## config.mk

```make
export PLATFORM = sky130hd
export DESIGN_NAME = modn_counter_updown
export DESIGN_NICKNAME = d
export VERILOG_FILES = /design/src/rtl/modn_counter_updown.sv
export SDC_FILE = /design/constraint.sdc
export NUM_CORES = 1
export LEC_CHECK = 0
export ABC_CLOCK_PERIOD_IN_PS = 3630
export CAP_MARGIN = 5
export CORE_MARGIN = 4
export CORE_UTILIZATION = 50
export DETAILED_ROUTE_END_ITERATION = 8
export GPL_TIMING_DRIVEN = 0
export PLACE_DENSITY = 0.93
export SYNTH_ARGS = -nofsm -noshare
export SYNTH_HDL_FRONTEND = slang
export SYNTH_SLANG_ARGS = --single-unit
```

## constraint.sdc

```tcl
create_clock -name clk -period 3.63 [get_ports clk]
set_input_delay 0.726 -clock clk [delete_from_list [all_inputs] [get_ports clk]]
set_output_delay 0.726 -clock clk [all_outputs]
set_load 0.02 [all_outputs]
```

## src/rtl/modn_counter_updown.sv

```systemverilog
// rtl/modn_counter_updown.sv - multi-digit modulo-N up/down counter with load, enable and wrap pulse
// Optional SATURATE_EN: counting holds at the boundary instead of wrapping.
module modn_counter_updown #(
   parameter int MODULUS = 10,
   parameter int DIGITS = 2,
   localparam int DW = $clog2(MODULUS)
) (
   input  logic                 clk,
   input  logic                 reset,
   input  logic                 en,
   input  logic                 up_dn,
   input  logic                 load,
   input  logic [DIGITS*DW-1:0] load_val,
   output logic [DIGITS*DW-1:0] out,
   output logic                 tc,
   output logic                 wrap
);

   localparam logic [DW-1:0] MAX_D = DW'(MODULUS - 1);
   localparam logic [DW:0]   MOD_W = (DW + 1)'(MODULUS);

   logic [DIGITS*DW-1:0] out_q, out_d;
   logic                 wrap_q, wrap_d;
   logic [DIGITS*DW-1:0] stepped;
   logic [DIGITS*DW-1:0] clamped;
   logic                 all_max, all_zero, at_bound;
   logic                 carry;
   logic [DW-1:0]        dig;

   // Carry/borrow ripples combinationally through every digit in one edge.
   always_comb begin
      stepped  = out_q;
      clamped  = load_val;
      all_max  = 1'b1;
      all_zero = 1'b1;
      carry    = 1'b1;
      dig      = '0;
      for (int k = 0; k < DIGITS; k++) begin
         dig = out_q[k*DW +: DW];
         if (dig != MAX_D) all_max = 1'b0;
         if (dig != '0) all_zero = 1'b0;
         if (carry) begin
            if (up_dn) stepped[k*DW +: DW] = (dig == MAX_D) ? '0 : dig + DW'(1);
            else       stepped[k*DW +: DW] = (dig == '0) ? MAX_D : dig - DW'(1);
         end
         carry = carry & (up_dn ? (dig == MAX_D) : (dig == '0));
         if ({1'b0, load_val[k*DW +: DW]} >= MOD_W) clamped[k*DW +: DW] = MAX_D;
      end
   end

   assign at_bound = up_dn ? all_max : all_zero;

   always_comb begin
      out_d  = out_q;
      wrap_d = 1'b0;
      if (reset) begin
         out_d = '0;
      end else if (load) begin
         out_d = clamped;
      end else if (en) begin
`ifdef SATURATE_EN
         if (!at_bound) out_d = stepped;
`else
         out_d  = stepped;
         wrap_d = at_bound;
`endif
      end
   end

   always_ff @(negedge clk) begin
      out_q  <= out_d;
      wrap_q <= wrap_d;
   end

   assign out  = out_q;
   assign wrap = wrap_q;
   assign tc   = en & at_bound;

endmodule

```

==> impl_metrics.env, run 1 <==
export IMPL_outcome="finished with violations"
export IMPL_failed_checks="negative setup slack"
export IMPL_max_stage_delay_ns=0.52
export IMPL_hpwl_mm=1.63
export IMPL_yosys_most_used_dff="dfxtp_1"
export IMPL_grt_pass1_vias=801
export IMPL_power_density_nw_per_um2=361
export IMPL_min_from="out[6]"
export IMPL_synth_area_per_cell_um2=7.63
export IMPL_path_class="flip-flop to output pin"
export IMPL_seq_area_frac_synth=0.215
export IMPL_slew_headroom=0.694
export IMPL_whs_ns=0.610
export IMPL_cap_violations=0
export IMPL_fin_util=0.769
export IMPL_synth_common_cells="dfxtp_1, a21oi_1, nand2_1, nor2_1, nor3_1"
export IMPL_routedWlPerCell_um=13.6
export IMPL_timing_critical_path_from="out[1]"
export IMPL_register_area_um2=185
export IMPL_drc=0
export IMPL_holdPathStages=1
export IMPL_synth_cell_type_count=40
export IMPL_slowest_stage="or4_4"
export IMPL_cp_depth=6
export IMPL_insertion_delay_ns=0.33
export IMPL_drtIter0Drc=22
export IMPL_die_w_um=49.0
export IMPL_path_cells="buf_6 > or4_4 > nor4_2 > a31oi_1 > and3b_2 > buf_6"
export IMPL_regToRegSetupSlack_ns=2.00
export IMPL_clkTransAtPathRegs_ns=0.03
export IMPL_synth_top_area_share=0.215
export IMPL_dp_cells=147
export IMPL_die_h_um=49.0
export IMPL_p_leak_nw=0.521
export IMPL_via_per_inst=6.01
export IMPL_synth_nets=123
export IMPL_die_area_um2=2400
export IMPL_hold_viol_final=0
export IMPL_syn_to_final_growth_pct=41.3
export IMPL_n_antenna_cell=0
export IMPL_yosysWarnings=0
export IMPL_worst_slew_pin_transition_ns=0.448
export IMPL_multi_input_area_um2=556
export IMPL_vias=967
export IMPL_grt_overflow=0
export IMPL_power_mw=0.429
export IMPL_num_rows=14
export IMPL_r2r_end="out[3]"
export IMPL_r2r_start="out[1]"
export IMPL_critPathCaptureType="output pin"
export IMPL_hold_end="out[6]"
export IMPL_antenna_found_initial=0
export IMPL_rr_worst_depth=5
export IMPL_cts_buffer_depth=2
export IMPL_cts_sinks=9
export IMPL_drive_gt1_frac=0.241
export IMPL_synth_area_um2=840
export IMPL_hold_class="flip-flop to flip-flop"
export IMPL_grt_pass1_wl_mm=3.58
export IMPL_synth_edff_count=0
export IMPL_synth_area_leaders="dfxtp_1, buf_6, xnor2_1, a21oi_1, nor3_1"
export IMPL_portBuffers=21
export IMPL_initial_core_util=0.545
export IMPL_ios=23
export IMPL_finalInstanceArea_um2=1190
export IMPL_vdd_drop_max_uv=309
export IMPL_first_pass_iters=4
export IMPL_synthCells=110
export IMPL_cts_buffers=3
export IMPL_grt_usage=0.186
export IMPL_cp_max_fo=10
export IMPL_finalClockSkew_ns=0.00324
export IMPL_nets=159
export IMPL_place_gp_congestion=0.807
export IMPL_finalMaxSlewViolations=0
export IMPL_finalSetupTns_ns=-0.794
export IMPL_grt_setup_unrepaired="yes"
export IMPL_synth_top_area_cell="dfxtp_1"
export IMPL_async_flop_share=0
export IMPL_cpLargestDelayFamily="simple AND/OR/NAND/NOR gates"
export IMPL_cts_tree="done"
export IMPL_routed_wl_mm=2.20
export IMPL_fill_cells=123
export IMPL_crit_required_ns=2.90
export IMPL_worst_path_buf_inv=2
export IMPL_synth_most_common_cell="dfxtp_1"
export IMPL_setup_violations=1
export IMPL_fin_cells=161
export IMPL_postPlaceCellArea_um2=1070
export IMPL_cts_root_buf="clkbuf_4"
export IMPL_grt_max_degree=11
export IMPL_synth_seq_cells=9
export IMPL_placeableCoreArea_um2=1540
export IMPL_crit_top_cell="buf_6"
export IMPL_place_ws_ns=-0.951
export IMPL_arrival_ns=3.70
export IMPL_h_tree_depth=1
export IMPL_start_kind="flip-flop"
export IMPL_setup_ws_ns=-0.794
export IMPL_hold_buffers=0
export IMPL_ant_nets=0
-- worst register-to-register path, cell delays in order, from the launching register on --
cell       delay, ns
dfxtp_2         0.31
buf_6           0.13
or4_4           0.52
nor2_1          0.14
nor4_2          0.08
a2111oi_2       0.33
-- report_power, final --
group	switching, mW	internal (mW)	total (mW)	leakage, nW
logic	0.0653	0.0601	0.125	0.370
registers	0.00668	0.108	0.114	0.0755
clock network	0.0644	0.125	0.189	0.0759
total	0.136	0.292	0.429	0.521
-- worst max path at each step --
| stage | endpoint | slack [ns] |
|---|---|---|
| 2_1_floorplan | tc | -0.41 |
| 3_3_place_gp | tc | -0.93 |
| 3_5_place_dp | tc | -0.95 |
| 4_1_cts | tc | -0.79 |
| 5_1_grt | tc | -0.86 |
| 6_report | tc | -0.79 |
-- layout by cell type, fill, tap and decap left out, types with 3 or more instances in the layout --
cell type / instances
dfxtp_1: 5
o21ai_0: 6
nand2_1: 8
dfxtp_2: 4
nand3_1: 3
a21oi_1: 8
nor2_1: 7
clkbuf_4: 3
buf_2: 4
buf_6: 6
inv_1: 13
clkdlybuf4s50_1: 10
a221oi_1: 3
xnor2_1: 5
nand2b_1: 3
nor3_1: 7
buf_4: 3
dlygate4sd2_1: 8
-- area by class of cell --
cell class,instances,area share
clock inverters,10,0.0538
flip-flops and latches,9,0.156
clock buffers,3,0.0190
multi-input cells,83,0.468
well taps,16,0.0169
inverters,5,0.0158
repair buffers,23,0.185
plain buffers,12,0.0854
-- registers in the layout (all words and copies together) (netlist names) --
| signal | cells |
|---|---|
| out | 8 |
| wrap | 1 |
-- routing by layer --
| layer | wire, µm | vias up | GRT usage |
|---|---|---|---|
| met5 | 0 | - | 0 |
| met4 | 55 | 0 | 0.112 |
| met3 | 206 | 7 | 0.0550 |
| met2 | 1030 | 61 | 0.287 |
| met1 | 907 | 424 | 0.224 |
| li1 | - | 475 | - |
-- timing repair --
item | in CTS | in global routing
gates resized for setup | 25 | 3
pin swaps | 0 | 0
setup endpoints to repair | 16 | 5
buffers inserted | 2 | 0
-- kinds of logic after synthesis --
family,synth area share
and+or+nand+nor,0.303
xor gates and xnor gates,0.0626
DFF,0.215
buffers and inverters,0.148
AOI/OAI and AO/OA,0.259
muxes,0.0134
Power figures use the tool's default switching activity.
==> run 2: changes to the inputs <==
- CORE_MARGIN: 4 -> unset
==> run 2 against run 1 <==
Net effect: the flow still finishes with violations (negative setup slack); sequential share of layout area increased by 0.26 points; count of clock-buffer cells in the layout unchanged; setup slack got worse by 0.041 ns; global-route usage increased by 8.4 points; critical path depth unchanged; first-iteration DRC count increased by 41%; sequential cell count unchanged; critical path type unchanged.
==> impl_metrics.env, run 2 (synthesis results as in run 1) <==
export IMPL_outcome="finished with violations"
export IMPL_failed_checks="negative setup slack"
export IMPL_ant_nets=0
export IMPL_min_from="out[6]"
export IMPL_drive_gt1_frac=0.208
export IMPL_holdPathStages=1
export IMPL_grt_usage=0.270
export IMPL_grt_setup_unrepaired="yes"
export IMPL_finalMaxSlewViolations=0
export IMPL_clkTransAtPathRegs_ns=0.03
export IMPL_p_sw_frac=0.387
export IMPL_fill_cells=130
export IMPL_syn_to_final_growth_pct=38.0
export IMPL_p_leak_nw=0.511
export IMPL_worst_slew_pin_transition_ns=0.360
export IMPL_crit_required_ns=2.90
export IMPL_die_w_um=43.0
export IMPL_cts_root_buf="clkbuf_4"
export IMPL_r2r_start="out[1]"
export IMPL_power_mw=0.358
export IMPL_largest_register_ffs=8
export IMPL_antenna_found_initial=0
export IMPL_nets=158
export IMPL_slowest_stage="or4_4"
export IMPL_hold_buffers=0
export IMPL_insertion_delay_ns=0.33
export IMPL_path_class="flip-flop to output pin"
export IMPL_arrival_ns=3.74
export IMPL_dp_cells=147
export IMPL_grt_overflow=0
export IMPL_die_h_um=43.0
export IMPL_cap_violations=0
export IMPL_p_seq_frac=0.317
export IMPL_hold_end="out[6]"
export IMPL_drtIter0Drc=31
export IMPL_rr_worst_depth=5
export IMPL_hold_viol_final=0
export IMPL_r2r_end="out[3]"
export IMPL_final_common_cell="inv_1"
export IMPL_place_ws_ns=-0.938
export IMPL_register_area_um2=184
export IMPL_multi_input_area_um2=569
export IMPL_grt_max_degree=11
export IMPL_ios=23
export IMPL_regToRegSetupSlack_ns=1.93
export IMPL_finalClockSkew_ns=0.00990
export IMPL_power_internal_mw=0.220
export IMPL_first_pass_iters=5
export IMPL_crit_top_cell="buf_6"
export IMPL_critPathCaptureType="output pin"
export IMPL_placeableCoreArea_um2=1540
export IMPL_initial_core_util=0.545
export IMPL_drc=0
export IMPL_routedWlPerCell_um=14.2
export IMPL_postPlaceCellArea_um2=1070
export IMPL_power_switching_mw=0.139
export IMPL_place_gp_congestion=0.849
export IMPL_power_share_clock=0.324
export IMPL_routed_wl_mm=2.27
export IMPL_grt_pass1_vias=896
export IMPL_cp_max_fo=10
export IMPL_setup_ws_ns=-0.835
export IMPL_path_cells="buf_6 > or4_4 > nor4_4 > a31oi_1 > and3b_2 > buf_6"
export IMPL_n_antenna_cell=0
export IMPL_cts_buffer_depth=2
export IMPL_cts_sinks=9
export IMPL_h_tree_depth=1
export IMPL_final_cell_mix="inv_1, clkdlybuf4s50_1, nand2_1, a21oi_1, dlygate4sd2_1"
export IMPL_fin_cells=160
export IMPL_cts_buffers=3
export IMPL_slew_headroom=0.754
export IMPL_hold_class="flip-flop to flip-flop"
export IMPL_setup_violations=1
export IMPL_start_kind="flip-flop"
export IMPL_power_density_nw_per_um2=309
export IMPL_finalInstanceArea_um2=1160
export IMPL_hpwl_mm=1.52
export IMPL_max_stage_delay_ns=0.55
export IMPL_pwr_share_comb=0.359
export IMPL_vdd_drop_max_uv=214
export IMPL_via_per_inst=6.13
export IMPL_vias=980
export IMPL_fin_util=0.752
export IMPL_cts_tree="done"
export IMPL_num_rows=14
export IMPL_die_area_um2=1850
export IMPL_grt_pass1_wl_mm=3.79
export IMPL_portBuffers=21
## run 2: repair_timing
item	in CTS	in global routing
resized for setup	22	6
endpoints found under the setup margin	16	6
setup buffers	0	0
cloned	1	0
## run 2: worst max path at each step
| stage | startpoint | to | slack (ns) | depth (start not counted) |
|---|---|---|---|---|
| floorplan | out[1] | tc | -0.41 | 5 |
| global placement | out[1] | tc | -0.91 | 6 |
| detailed placement | out[1] | tc | -0.94 | 6 |
| CTS | out[1] | tc | -0.79 | 6 |
| global route | out[1] | tc | -0.94 | 6 |
| finish | out[1] | tc | -0.84 | 6 |
## run 2: power groups by stage
stage	Combinational (mW)	Sequential, mW	Clock [mW]
finish	0.129	0.114	0.116
global route	0.138	0.115	0.133
CTS	0.122	0.113	0.121
detailed placement	0.123	0.115	0.0170
global placement	0.120	0.114	0.0170
floorplan	0.0738	0.122	0.0170
## run 2: cell type report
type / instances / area share
Inverter: 5 / 0.0162
Clock buffer: 3 / 0.0194
Clock inverter: 10 / 0.0324
Tap cell: 16 / 0.0173
Multi-Input combinational cell: 83 / 0.491
Buffer: 12 / 0.0896
Sequential cell: 9 / 0.159
Timing Repair Buffer: 22 / 0.175
## run 2: critical path: cells and delay by family (launching register included)
kind	cells	cell delay, ns
AOI/OAI and AO/OA	1	0.08
buffers and inverters	2	0.24
DFF	1	0.31
and+or+nand+nor	3	0.97
## run 2: through the flow
stage | hold slack, ns | setup TNS [ns]
final | 0.597 | -0.835
after global routing | 0.616 | -1.01
after CTS | 0.679 | -0.789
after detailed placement | 0.672 | -3.98
after global placement | 0.659 | -3.79
after floorplan | 0.704 | -0.412
## run 2: layer usage
metal,vias up,part of all wire,track usage
li1,477,-,-
met1,443,0.42,0.324
met2,54,0.48,0.409
met3,6,0.085,0.0851
met4,0,0.020,0.176
met5,-,0,0
==> run 3: changes to the inputs <==
- HOLD_SLACK_MARGIN: unset -> 0.02
==> results of run 3 <==
Same layout as run 2: the final DEF is identical, and so are final timing and power.
